### config.mk
export PLATFORM = sky130hd
export DESIGN_NAME = vram_write_arbiter
export DESIGN_NICKNAME = d
export VERILOG_FILES = /design/src/rtl/vram_write_arbiter.sv
export SDC_FILE = /design/constraint.sdc
export NUM_CORES = 1
export LEC_CHECK = 0
export ABC_AREA = 1
export BUFFER_PORTS_ARGS = -buffer_cell sky130_fd_sc_hd__buf_2
export CAP_MARGIN = 10
export CORE_MARGIN = 1.5
export CORE_UTILIZATION = 30
export CTS_CLUSTER_DIAMETER = 30
export DETAILED_ROUTE_END_ITERATION = 8
export GPL_TIMING_DRIVEN = 1
export PLACE_DENSITY = 0.56
export SLEW_MARGIN = 40
export SYNTH_ARGS = -nofsm -noshare
export SYNTH_HDL_FRONTEND = slang
export SYNTH_SLANG_ARGS = --single-unit
### constraint.sdc
create_clock -name clk -period 4.03 [get_ports clk]
set_clock_uncertainty 0.15 [all_clocks]
set_input_delay 0.806 -clock clk [delete_from_list [all_inputs] [get_ports clk]]
set_output_delay 0.806 -clock clk [all_outputs]
set_load 0.02 [all_outputs]
### src/rtl/vram_write_arbiter.sv
// Arbitrates the single VRAM write port between CPU stores and a linear fill engine.
// Define VRAM_ARB_FAIR_EN to force one fill slot after STARVE_LIM back-to-back CPU grants.
module vram_write_arbiter #(
    parameter int ADDR_W     = 13,
    parameter int DATA_W     = 12,
    parameter int CELLS      = 4800,
    parameter int STARVE_LIM = 8
) (
    input  logic              clk,
    input  logic              rst,
    input  logic              cpu_req,
    input  logic [ADDR_W-1:0] cpu_addr,
    input  logic [DATA_W-1:0] cpu_data,
    output logic              cpu_gnt,
    input  logic              fill_start,
    input  logic [ADDR_W-1:0] fill_base,
    input  logic [ADDR_W-1:0] fill_len,
    input  logic [DATA_W-1:0] fill_color,
    output logic              fill_busy,
    output logic              fill_done,
    output logic              vram_we,
    output logic [ADDR_W-1:0] vram_addr,
    output logic [DATA_W-1:0] vram_data
);

    typedef enum logic [1:0] {IDLE, FILL, DONE} state_t;

    localparam logic [ADDR_W-1:0] CELLS_A = ADDR_W'(CELLS);

    state_t            state_reg, state_next;
    logic [ADDR_W-1:0] cnt_reg, cnt_next;
    logic [ADDR_W-1:0] cur_reg, cur_next;
    logic [DATA_W-1:0] color_reg, color_next;
    logic              force_slot;
    logic              fill_issue;

    assign cpu_gnt = cpu_req & ~force_slot;

`ifdef VRAM_ARB_FAIR_EN
    localparam int SW = $clog2(STARVE_LIM + 1);

    logic [SW-1:0] starve_reg, starve_next;

    // Only meaningful while cells remain; the slot is spent on a real write.
    assign force_slot = (state_reg == FILL) && (cnt_reg != '0) && (starve_reg == SW'(STARVE_LIM));

    always_comb begin
        starve_next = '0;
        if ((state_reg == FILL) && (state_next == FILL) && cpu_gnt)
            starve_next = starve_reg + 1'b1;
    end

    always_ff @(posedge clk or negedge rst) begin
        if (!rst)
            starve_reg <= '0;
        else
            starve_reg <= starve_next;
    end
`else
    // Strict CPU priority: STARVE_LIM has no effect in this build.
    assign force_slot = 1'b0 && (STARVE_LIM != 0);
`endif

    always_comb begin
        state_next = state_reg;
        cnt_next   = cnt_reg;
        cur_next   = cur_reg;
        color_next = color_reg;
        fill_issue = 1'b0;
        case (state_reg)
            IDLE: begin
                if (fill_start) begin
                    state_next = FILL;
                    cnt_next   = (fill_len > CELLS_A) ? CELLS_A : fill_len;
                    cur_next   = (fill_base >= CELLS_A) ? fill_base - CELLS_A : fill_base;
                    color_next = fill_color;
                end
            end
            FILL: begin
                if (cnt_reg == '0) begin
                    state_next = DONE;
                end else if (!cpu_gnt) begin
                    fill_issue = 1'b1;
                    cur_next   = (cur_reg + 1'b1 == CELLS_A) ? '0 : cur_reg + 1'b1;
                    cnt_next   = cnt_reg - 1'b1;
                end
            end
            DONE:    state_next = IDLE;
            default: state_next = IDLE;
        endcase
    end

    always_ff @(posedge clk or negedge rst) begin
        if (!rst) begin
            state_reg <= IDLE;
            cnt_reg   <= '0;
            cur_reg   <= '0;
            color_reg <= '0;
            fill_busy <= 1'b0;
            fill_done <= 1'b0;
            vram_we   <= 1'b0;
            vram_addr <= '0;
            vram_data <= '0;
        end else begin
            state_reg <= state_next;
            cnt_reg   <= cnt_next;
            cur_reg   <= cur_next;
            color_reg <= color_next;
            // Status flags reflect the state being entered so they line up with it.
            fill_busy <= (state_next != IDLE);
            fill_done <= (state_next == DONE);
            vram_we   <= cpu_gnt | fill_issue;
            if (cpu_gnt) begin
                vram_addr <= cpu_addr;
                vram_data <= cpu_data;
            end else if (fill_issue) begin
                vram_addr <= cur_reg;
                vram_data <= color_reg;
            end
        end
    end

endmodule

==> reports/results.txt <==
Hold WS: 0.329 ns
TritonCTS Sinks: 68
Mean Syn Cell Area: 7.58 um^2
Final RePlAce weighted congestion: 0.877
GRT Util Overall: 0.149
Vias: 3588
Critical Path End Type: flip-flop
Worst Path Arrival: 2.85 ns
Power per cell area: 559 mW/mm^2
CTS tree: built
N_diodes: 0
Startpoint Class: flip-flop
Unrepaired setup endpoints after global routing: false
Syn_nets: 583
First-pass GRT wire length: 15.9 mm
Via/cell ratio: 4.62
Yosys reg bits: 68
Synth Cell Area: 0.00389 mm^2
DP Wirelength: 7.30 mm
Share of layout cells above drive strength 1: 0.225
Setup Crit Path Kind: reg2reg
Die Ht: 117 um
Top area cells in the synthesized netlist: dfrtp_1 44%, nand2_1 13%, nor2_1 8.4%
Nets@finish: 669
Max Freq: 362 MHz
Hold Vio Cnt, Final: 0
Largest net degree at the start of global routing: 52
Remaining DRCs: 0
CORE AREA: 0.0126 mm^2
Drt initial violations: 253
Reg-to-Reg End: cnt_reg[12]$_DFFE_PN0P_
# IOs: 96
Netlist cell types: 32
Critical Path RT: 4.12 ns
TritonCTS Buffers: 9
Routed WL per cell: 12.8 um
Setup TNS: 0 ns
Setup violations, final: 0
Count of buffers from port buffering: 95
PostCTS Resize Cnt: 0
Reg-to-reg slack, setup: 1.27 ns
Vias in the first global route: 3347
Layout area overhead: 22.8%
Initial antenna violation count: 0
H-Tree Depth: 3
Yosys warning count: 0
Commonest non-fill, non-tap cell in the layout: nand2_1
Post-CTS setup buffers: 0
PnR worst setup slack: 1.27 ns
Crit share post-route: 0.686
Min-Delay Path Class: in2async
Routed wire length: 9.92 mm
Clock buffer depth: 2
DRT antenna net count: 0
Max-slew violation count: 0
Worst r2r src: state_reg[0]$_DFF_PN0_
Max-cap check violation count: 0
Commonest cells after routing, fill and taps aside: 139 x nand2_1, 95 x buf_2, 87 x nor2_1, 68 x dfrtp_1
Status: finished, final reports clean
Yosys top cell area share: 0.438
Initial Util: 0.308
Leakage: 2.41 nW
Filler cells: 1356
Post-synthesis sequential area ratio: 0.438
Reg2reg path depth: 8
Hold_buf cts: 0
Worst Tran Pin Value: 0.616 ns
Die width: 117 um
Slew HR: 0.588
Total grt overflow: 0
Leading area contributor after synthesis: dfrtp_1
Die area: 0.0137 mm^2
Setup Slack @ Placement: 1.28 ns
Initial DRT Pass Iterations: 4
Clock slew at reported path FFs: 0.05 ns
Cells after Synth: 513
CP max FO: 38
Period minus WS final: 2.76 ns
Maximum VDD drop: 0.000215 V
Clk Latency, worst-skew pair: 0.32 ns
Row cnt: 41
Clock Tree Root: clkbuf_16
## how the worst max path moves through the flow
stage / from / endpoint / slack (ns) / depth (start not counted)
CTS: state_reg[0]$_DFF_PN0_ / cnt_reg[12]$_DFFE_PN0P_ / 1.25 / 8
detailed placement: state_reg[0]$_DFF_PN0_ / cnt_reg[12]$_DFFE_PN0P_ / 1.28 / 8
finish: state_reg[0]$_DFF_PN0_ / cnt_reg[12]$_DFFE_PN0P_ / 1.27 / 8
global placement: state_reg[0]$_DFF_PN0_ / cnt_reg[12]$_DFFE_PN0P_ / 1.35 / 8
floorplan: fill_base[6] / cur_reg[11]$_DFFE_PN0P_ / 2.08 / 9
global route: state_reg[0]$_DFF_PN0_ / cnt_reg[12]$_DFFE_PN0P_ / 0.95 / 8
## cells in the mapped netlist
| master | instances |
|---|---|
| nand2_1 | 139 |
| nor2_1 | 87 |
| dfrtp_1 | 68 |
| a31oi_1 | 32 |
| inv_1 | 32 |
| nand3_1 | 31 |
| a21oi_1 | 23 |
| o21ai_0 | 18 |
| mux2_2 | 12 |
| clkbuf_1 | 7 |
| xor2_1 | 7 |
| buf_2 | 6 |
| nor3_1 | 6 |
| buf_4 | 5 |
| buf_6 | 5 |
| o21ai_1 | 5 |
| xnor2_1 | 5 |
| nand3_2 | 4 |
| ha_1 | 3 |
| a22oi_1 | 2 |
| clkinv_1 | 2 |
| nand2_4 | 2 |
| nand4_1 | 2 |
| nor2_2 | 2 |
| buf_1 | 1 |
| inv_4 | 1 |
| nand3b_1 | 1 |
| nor3_4 | 1 |
| nor4_1 | 1 |
| o21a_1 | 1 |
| o21ai_2 | 1 |
| o31ai_1 | 1 |
## where the power goes
group / leakage, nW / switching [mW] / internal, mW
Combinational: 1.45 / 0.467 / 0.315
Clock: 0.153 / 0.274 / 0.558
Sequential: 0.813 / 0.187 / 0.866
Total: 2.41 / 0.928 / 1.74
## cell families after synthesis
kind of cell | after synthesis | share of synthesized area
AO/OA/AOI/OAI | 83 | 0.121
flip-flops | 68 | 0.438
AND/OR/NAND/NOR | 276 | 0.296
XOR/XNOR | 12 | 0.0270
adder cells (fa/ha/maj) | 3 | 0.00966
buffers and inverters | 59 | 0.0740
multiplexers | 12 | 0.0348
## critical path, cell delays in order, from the launching register on
cell and delay, ns:
dfrtp_1 0.40, nand2_1 0.08, buf_4 0.34, clkinv_1 0.57, nand3_2 0.30, nand2_4 0.19, inv_4 0.31, o21ai_0 0.16
o21ai_0 0.15
## routing by layer
layer / vias up / track usage / share of wire
met5: - / 0 / 0
met4: 0 / 0.0345 / 0.0056
met3: 5 / 0.0433 / 0.066
met2: 103 / 0.232 / 0.44
met1: 1616 / 0.205 / 0.49
li1: 1864 / - / -
## final cells by class
type,instances,area (um^2),share of cell area
multi-input cells,386,1900,0.398
flip-flops and latches,68,1700,0.356
clock buffers,12,246,0.0516
clock inverters,4,72.6,0.0152
well taps,172,215,0.0451
repair buffers,99,505,0.106
inverters,35,134,0.0280
## metrics by stage
step	power, mW	utilization	instances	cell area [um^2]
4_1_cts	2.69	0.378	776	4770
2_1_floorplan	1.60	-	513	3890
6_report	2.67	0.378	776	4770
3_5_place_dp	1.85	0.353	760	4450
5_1_grt	2.86	0.378	776	4770
3_3_place_gp	1.83	0.353	760	4450
(Power assumes the default switching activity.)
